--- src/rtl/mem_arbiter.sv ---
// Two-port memory arbiter: shares one RAM port between instruction fetch and data access.
// Data wins by default; a last-grant flag hands the port to instructions after a data grant.
module mem_arbiter #(
    parameter int unsigned WAIT_STATES = 2
) (
    input  logic        CLK,
    input  logic        nRST,
    input  logic        iREN,
    input  logic [31:0] iaddr,
    output logic [31:0] iload,
    output logic        ihit,
    input  logic        dREN,
    input  logic        dWEN,
    input  logic [31:0] daddr,
    input  logic [31:0] dstore,
    output logic [31:0] dload,
    output logic        dhit,
    output logic        ramREN,
    output logic        ramWEN,
    output logic [31:0] ramaddr,
    output logic [31:0] ramstore,
    input  logic [31:0] ramload,
    input  logic        ramready
);

    typedef enum logic [1:0] {
        IDLE = 2'd0,
        IACC = 2'd1,
        DACC = 2'd2,
        HIT  = 2'd3
    } state_t;

    localparam logic [3:0] WAIT_LIMIT = 4'(WAIT_STATES);

    state_t      state_q,     state_d;
    logic [3:0]  cnt_q,       cnt_d;
    logic        last_data_q, last_data_d;
    logic [31:0] iload_q,     iload_d;
    logic [31:0] dload_q,     dload_d;
    logic        ihit_q,      ihit_d;
    logic        dhit_q,      dhit_d;
    logic        ram_ren_q,   ram_ren_d;
    logic        ram_wen_q,   ram_wen_d;
    logic [31:0] ram_addr_q,  ram_addr_d;
    logic [31:0] ram_store_q, ram_store_d;

    logic data_req;
    logic grant_data;
    logic access_done;

    assign data_req    = dREN | dWEN;
    // Data goes first unless it was also served last time and an instruction is waiting.
    assign grant_data  = data_req & ~(last_data_q & iREN);
    assign access_done = (cnt_q == WAIT_LIMIT) & ramready;

    always_comb begin
        state_d     = state_q;
        cnt_d       = cnt_q;
        last_data_d = last_data_q;
        iload_d     = iload_q;
        dload_d     = dload_q;
        ihit_d      = 1'b0;
        dhit_d      = 1'b0;
        ram_ren_d   = ram_ren_q;
        ram_wen_d   = ram_wen_q;
        ram_addr_d  = ram_addr_q;
        ram_store_d = ram_store_q;

        case (state_q)
            IDLE: begin
                cnt_d = 4'd0;
                if (grant_data) begin
                    state_d     = DACC;
                    last_data_d = 1'b1;
                    ram_addr_d  = daddr;
                    ram_wen_d   = dWEN;
                    ram_ren_d   = ~dWEN;
                    ram_store_d = dWEN ? dstore : 32'd0;
                end else if (iREN) begin
                    state_d     = IACC;
                    last_data_d = 1'b0;
                    ram_addr_d  = iaddr;
                    ram_ren_d   = 1'b1;
                    ram_wen_d   = 1'b0;
                    ram_store_d = 32'd0;
                end
            end

            IACC: begin
                if (!iREN || access_done) begin
                    state_d     = iREN ? HIT : IDLE;
                    ihit_d      = iREN;
                    iload_d     = iREN ? ramload : iload_q;
                    cnt_d       = 4'd0;
                    ram_ren_d   = 1'b0;
                    ram_wen_d   = 1'b0;
                    ram_addr_d  = 32'd0;
                    ram_store_d = 32'd0;
                end else if (cnt_q != WAIT_LIMIT) begin
                    cnt_d = cnt_q + 4'd1;
                end
            end

            DACC: begin
                if (!data_req || access_done) begin
                    state_d     = data_req ? HIT : IDLE;
                    dhit_d      = data_req;
                    // Writes leave dload alone; only a completed read refreshes it.
                    if (data_req && !ram_wen_q) begin
                        dload_d = ramload;
                    end
                    cnt_d       = 4'd0;
                    ram_ren_d   = 1'b0;
                    ram_wen_d   = 1'b0;
                    ram_addr_d  = 32'd0;
                    ram_store_d = 32'd0;
                end else if (cnt_q != WAIT_LIMIT) begin
                    cnt_d = cnt_q + 4'd1;
                end
            end

            HIT: begin
                state_d     = IDLE;
                cnt_d       = 4'd0;
                ram_ren_d   = 1'b0;
                ram_wen_d   = 1'b0;
                ram_addr_d  = 32'd0;
                ram_store_d = 32'd0;
            end

            default: begin
                state_d     = IDLE;
                cnt_d       = 4'd0;
                ram_ren_d   = 1'b0;
                ram_wen_d   = 1'b0;
                ram_addr_d  = 32'd0;
                ram_store_d = 32'd0;
            end
        endcase
    end

    always_ff @(posedge CLK or negedge nRST) begin
        if (!nRST) begin
            state_q     <= IDLE;
            cnt_q       <= 4'd0;
            last_data_q <= 1'b0;
            iload_q     <= 32'd0;
            dload_q     <= 32'd0;
            ihit_q      <= 1'b0;
            dhit_q      <= 1'b0;
            ram_ren_q   <= 1'b0;
            ram_wen_q   <= 1'b0;
            ram_addr_q  <= 32'd0;
            ram_store_q <= 32'd0;
        end else begin
            state_q     <= state_d;
            cnt_q       <= cnt_d;
            last_data_q <= last_data_d;
            iload_q     <= iload_d;
            dload_q     <= dload_d;
            ihit_q      <= ihit_d;
            dhit_q      <= dhit_d;
            ram_ren_q   <= ram_ren_d;
            ram_wen_q   <= ram_wen_d;
            ram_addr_q  <= ram_addr_d;
            ram_store_q <= ram_store_d;
        end
    end

    assign iload    = iload_q;
    assign dload    = dload_q;
    assign ihit     = ihit_q;
    assign dhit     = dhit_q;
    assign ramREN   = ram_ren_q;
    assign ramWEN   = ram_wen_q;
    assign ramaddr  = ram_addr_q;
    assign ramstore = ram_store_q;

endmodule

--- config.mk ---
export PLATFORM = sky130hd
export DESIGN_NAME = mem_arbiter
export DESIGN_NICKNAME = d
export VERILOG_FILES = /design/src/rtl/mem_arbiter.sv
export SDC_FILE = /design/constraint.sdc
export NUM_CORES = 1
export LEC_CHECK = 0
export ABC_AREA = 1
export CAP_MARGIN = 20
export CORE_ASPECT_RATIO = 1.25
export CORE_MARGIN = 4
export CORE_UTILIZATION = 40
export DETAILED_ROUTE_END_ITERATION = 10
export PLACE_DENSITY = 0.77
export SLEW_MARGIN = 20
export SYNTH_ARGS = -nofsm -noshare
export SYNTH_HDL_FRONTEND = slang
export SYNTH_SLANG_ARGS = --single-unit
--- constraint.sdc ---
create_clock -name CLK -period 2.33 [get_ports CLK]
set_clock_uncertainty 0.15 [all_clocks]
set_input_delay 0.3495 -clock CLK [delete_from_list [all_inputs] [get_ports CLK]]
set_output_delay 0.3495 -clock CLK [all_outputs]
set_load 0.03 [all_outputs]
==> out/metrics.csv <==
stage,metric,value,unit
yosys,mux cell area share after synthesis,0,
placed_design,Placed Cells incl. Taps,1147,
routing,routed len/inst,16.2,um
finish,most frequent cells in the layout,"373 x nand2_1, 264 x clkdlybuf4s50_1, 139 x dfrtp_1",
placed_design,routability congestion estimate,0.836,
timing,Max Slew Vio Count,0,
routing,Detailed Routing Iterations Pass 1,4,
yosys,net count of the mapped netlist,865,
clocking,post-cts resize count,0,
timing,final hold vios,0,
yosys,post-synthesis simple-gate area fraction,0.335,
hold_path,Hold WC Path Type,in -> async,
power_and_ir_drop,pwr dens,1270,nW/um^2
worst_setup_path,Worst path slowest cell,clkdlybuf4s50_1,
floorplanning,DIE WIDTH,118,um
worst_setup_path,reg2reg setup slack,490,ps
routing,Initial DRC Count,463,
routing,vias per cell,4.98,
worst_setup_path,CP Launch Type,flop,
floorplanning,io pins,266,
global_routing,vias in the first global route,5828,
finish,"most common cell after layout, fill and taps aside",nand2_1,
worst_setup_path,Critical Path AT,1490,ps
timing,fin crit share,0.852,
floorplanning,Starting Density,0.412,
placed_design,detailed placement HPWL,13600,um
worst_setup_path,Crit Path Class,reg -> out,
placed_design,Port Buffers,265,
finish,# fillers,1197,
global_routing,total congestion overflow,0,
yosys,synthesized area per cell,8.25,um^2
worst_setup_path,Max Fanout on Critical Path,3,
yosys,mapped cell area,6020,um^2
clocking,TritonCTS Sinks,139,
status,outcome,"finished, final reports clean",
timing,setup_tns,0,ps
yosys,Synth warnings,0,
clocking,CTS H-tree lvls,4,
power_and_ir_drop,leak pwr,4.77,nW
finish,Total Nets Final,1125,
worst_setup_path,Crit path largest cell delay,710,ps
clocking,clock tree from TritonCTS,built,
yosys,"Seq/Total Area, Yosys",0.578,
timing,f_max,504,MHz
worst_setup_path,path depth of the worst reg2reg path,8,
global_routing,initial antenna violation count,1,
clocking,Clock Tree Root,clkbuf_16,
global_routing,total global-route track usage,0.223,
floorplanning,die height,145,um
yosys,largest family of logic cells by synthesized area,simple AND/OR/NAND/NOR gates,
yosys,Adder-Cell Fraction of Synth Area,0.00416,
timing,post-route minimum period,1990,ps
clocking,Post CTS Setup Buffer Count,0,
floorplanning,Die ar.,17100,um^2
routing,routed wire length,19100,um
worst_setup_path,worst r2r dst,iload[17],
yosys,xor and xnor fraction of the mapped netlist area,0.00291,
timing,Worst-Margin Slew,490,ps
worst_setup_path,data required time of the worst path,1830,ps
yosys,Synth cell types,22,
floorplanning,row cnt,49,
worst_setup_path,CP cell instances,clkdlybuf4s50_1,
routing,vias,5881,
timing,Setup-failing EPs final,0,
finish,fraction of layout instances using a drive strength above 1,0.0629,
worst_setup_path,"delay-heaviest family, CP",buffers and inverters,
routing,post-route ant nets,0,
floorplanning,Core Region,14600,um^2
clocking,clk_lat worst skew,410,ps
finish,P&R area growth vs syn,58.8,%
run,# Max-Cap Violations,0,
yosys,Post-Syn Instances,729,
yosys,Synth Area in Compound Gates,0.0335,
timing,unrepaired setup endpoints after global routing,no,
global_routing,first-pass GRT wire length,30900,um
yosys,Seq cells post-synth,139,
finish,count of non-filler cells in the finished layout,1181,
clocking,clk buf depth,2,
worst_setup_path,crit path buf inv count,1,
worst_setup_path,worst flop-to-flop path startpoint,cnt_q[0],
timing,Slew Limit Headroom,0.673,
worst_setup_path,endpoint class of the critical path,primary output,
routing,# DRC,0,
clocking,CTS Buf Count,17,
global_routing,largest net degree at the start of global routing,53,
clocking,clock-pin slew on the worst setup and hold paths,60,ps
power_and_ir_drop,VDD IR max,0.560,mV
[metal layers]
layer / track usage / vias up / share of wire
li1: - / 2860 / -
met1: 0.274 / 2754 / 0.40
met2: 0.368 / 218 / 0.50
met3: 0.0580 / 49 / 0.056
met4: 0.106 / 0 / 0.040
met5: 0 / - / 0
[cells by family after synthesis]
logic type / count (synthesis)
and+or+nand+nor: 489
DFF: 139
buffers and inverters: 59
AOI/OAI and AO/OA: 38
xor gates and xnor gates: 2
adders and majority gates: 2
[metrics by stage]
stage / setup slack (ps) / total power [mW] / area [um^2] / utilization / hold slack [ps]
detailed placement: 238 / 9.43 / 8940 / 0.613 / 177
finish: 344 / 12.1 / 9560 / 0.655 / 318
CTS: 303 / 12.2 / 9550 / 0.655 / 296
floorplan: 675 / 6.90 / 6020 / - / -96.1
global placement: 295 / 9.35 / 8940 / 0.613 / 183
global route: 276 / 12.8 / 9560 / 0.655 / 315
[registers in the layout, summed over array words and instances (netlist names)]
name         flops
state_q          2
ramstore        32
last_data_q      1
iload           32
ramWEN           1
dload           32
ramaddr         32
ihit             1
ramREN           1
cnt_q            4
dhit             1
[worst max-delay path by stage]
stage | slack [ps] | end | startpoint | cells past startpoint
floorplan | 670 | ramstore[11] | cnt_q[0] | 9
global placement | 290 | ramaddr[9] | iREN | 8
detailed placement | 240 | dload[7] | dREN | 10
CTS | 300 | ramWEN | ramWEN | 1
global route | 280 | ramWEN | ramWEN | 1
finish | 340 | ramWEN | ramWEN | 1
[where the power goes]
group	switching, mW	internal, mW	leakage [nW]
Clock	1.04	1.69	0.284
Combinational	3.55	2.18	2.61
Sequential	0.438	3.21	1.88
Total	5.03	7.08	4.77
[timing repair]
action / in CTS / in global routing
endpoints found under the setup margin: 0 / 0
endpoints found under the hold margin: 49 / 0
hold buffers: 1 / 0
[Yosys cell counts, drive strengths merged]
master,n,share of area
a21oi,3,0.0025
dfrtp,139,0.58
nand3,71,0.060
nand4,32,0.033
buf,30,0.028
nor2,10,0.0071
o21ai,35,0.031
ha,2,0.0042
inv,11,0.0069
xnor2,1,0.0015
nor3,1,0.00083
clkbuf,18,0.011
nand2,375,0.23
xor2,1,0.0015
[layout make-up]
type                       instances  area [um^2]  share of cell area
sequential                       139         3480               0.364
timing repair buffer             289         2940               0.307
multi-input combinational        531         2270               0.238
clock buffer                      19          433              0.0453
tap                              178          223              0.0233
clock inverter                    13          166              0.0174
inverter                          11         41.3             0.00432
antenna                            1         2.50            0.000262
No activity file was read; power rests on OpenSTA's default activity.
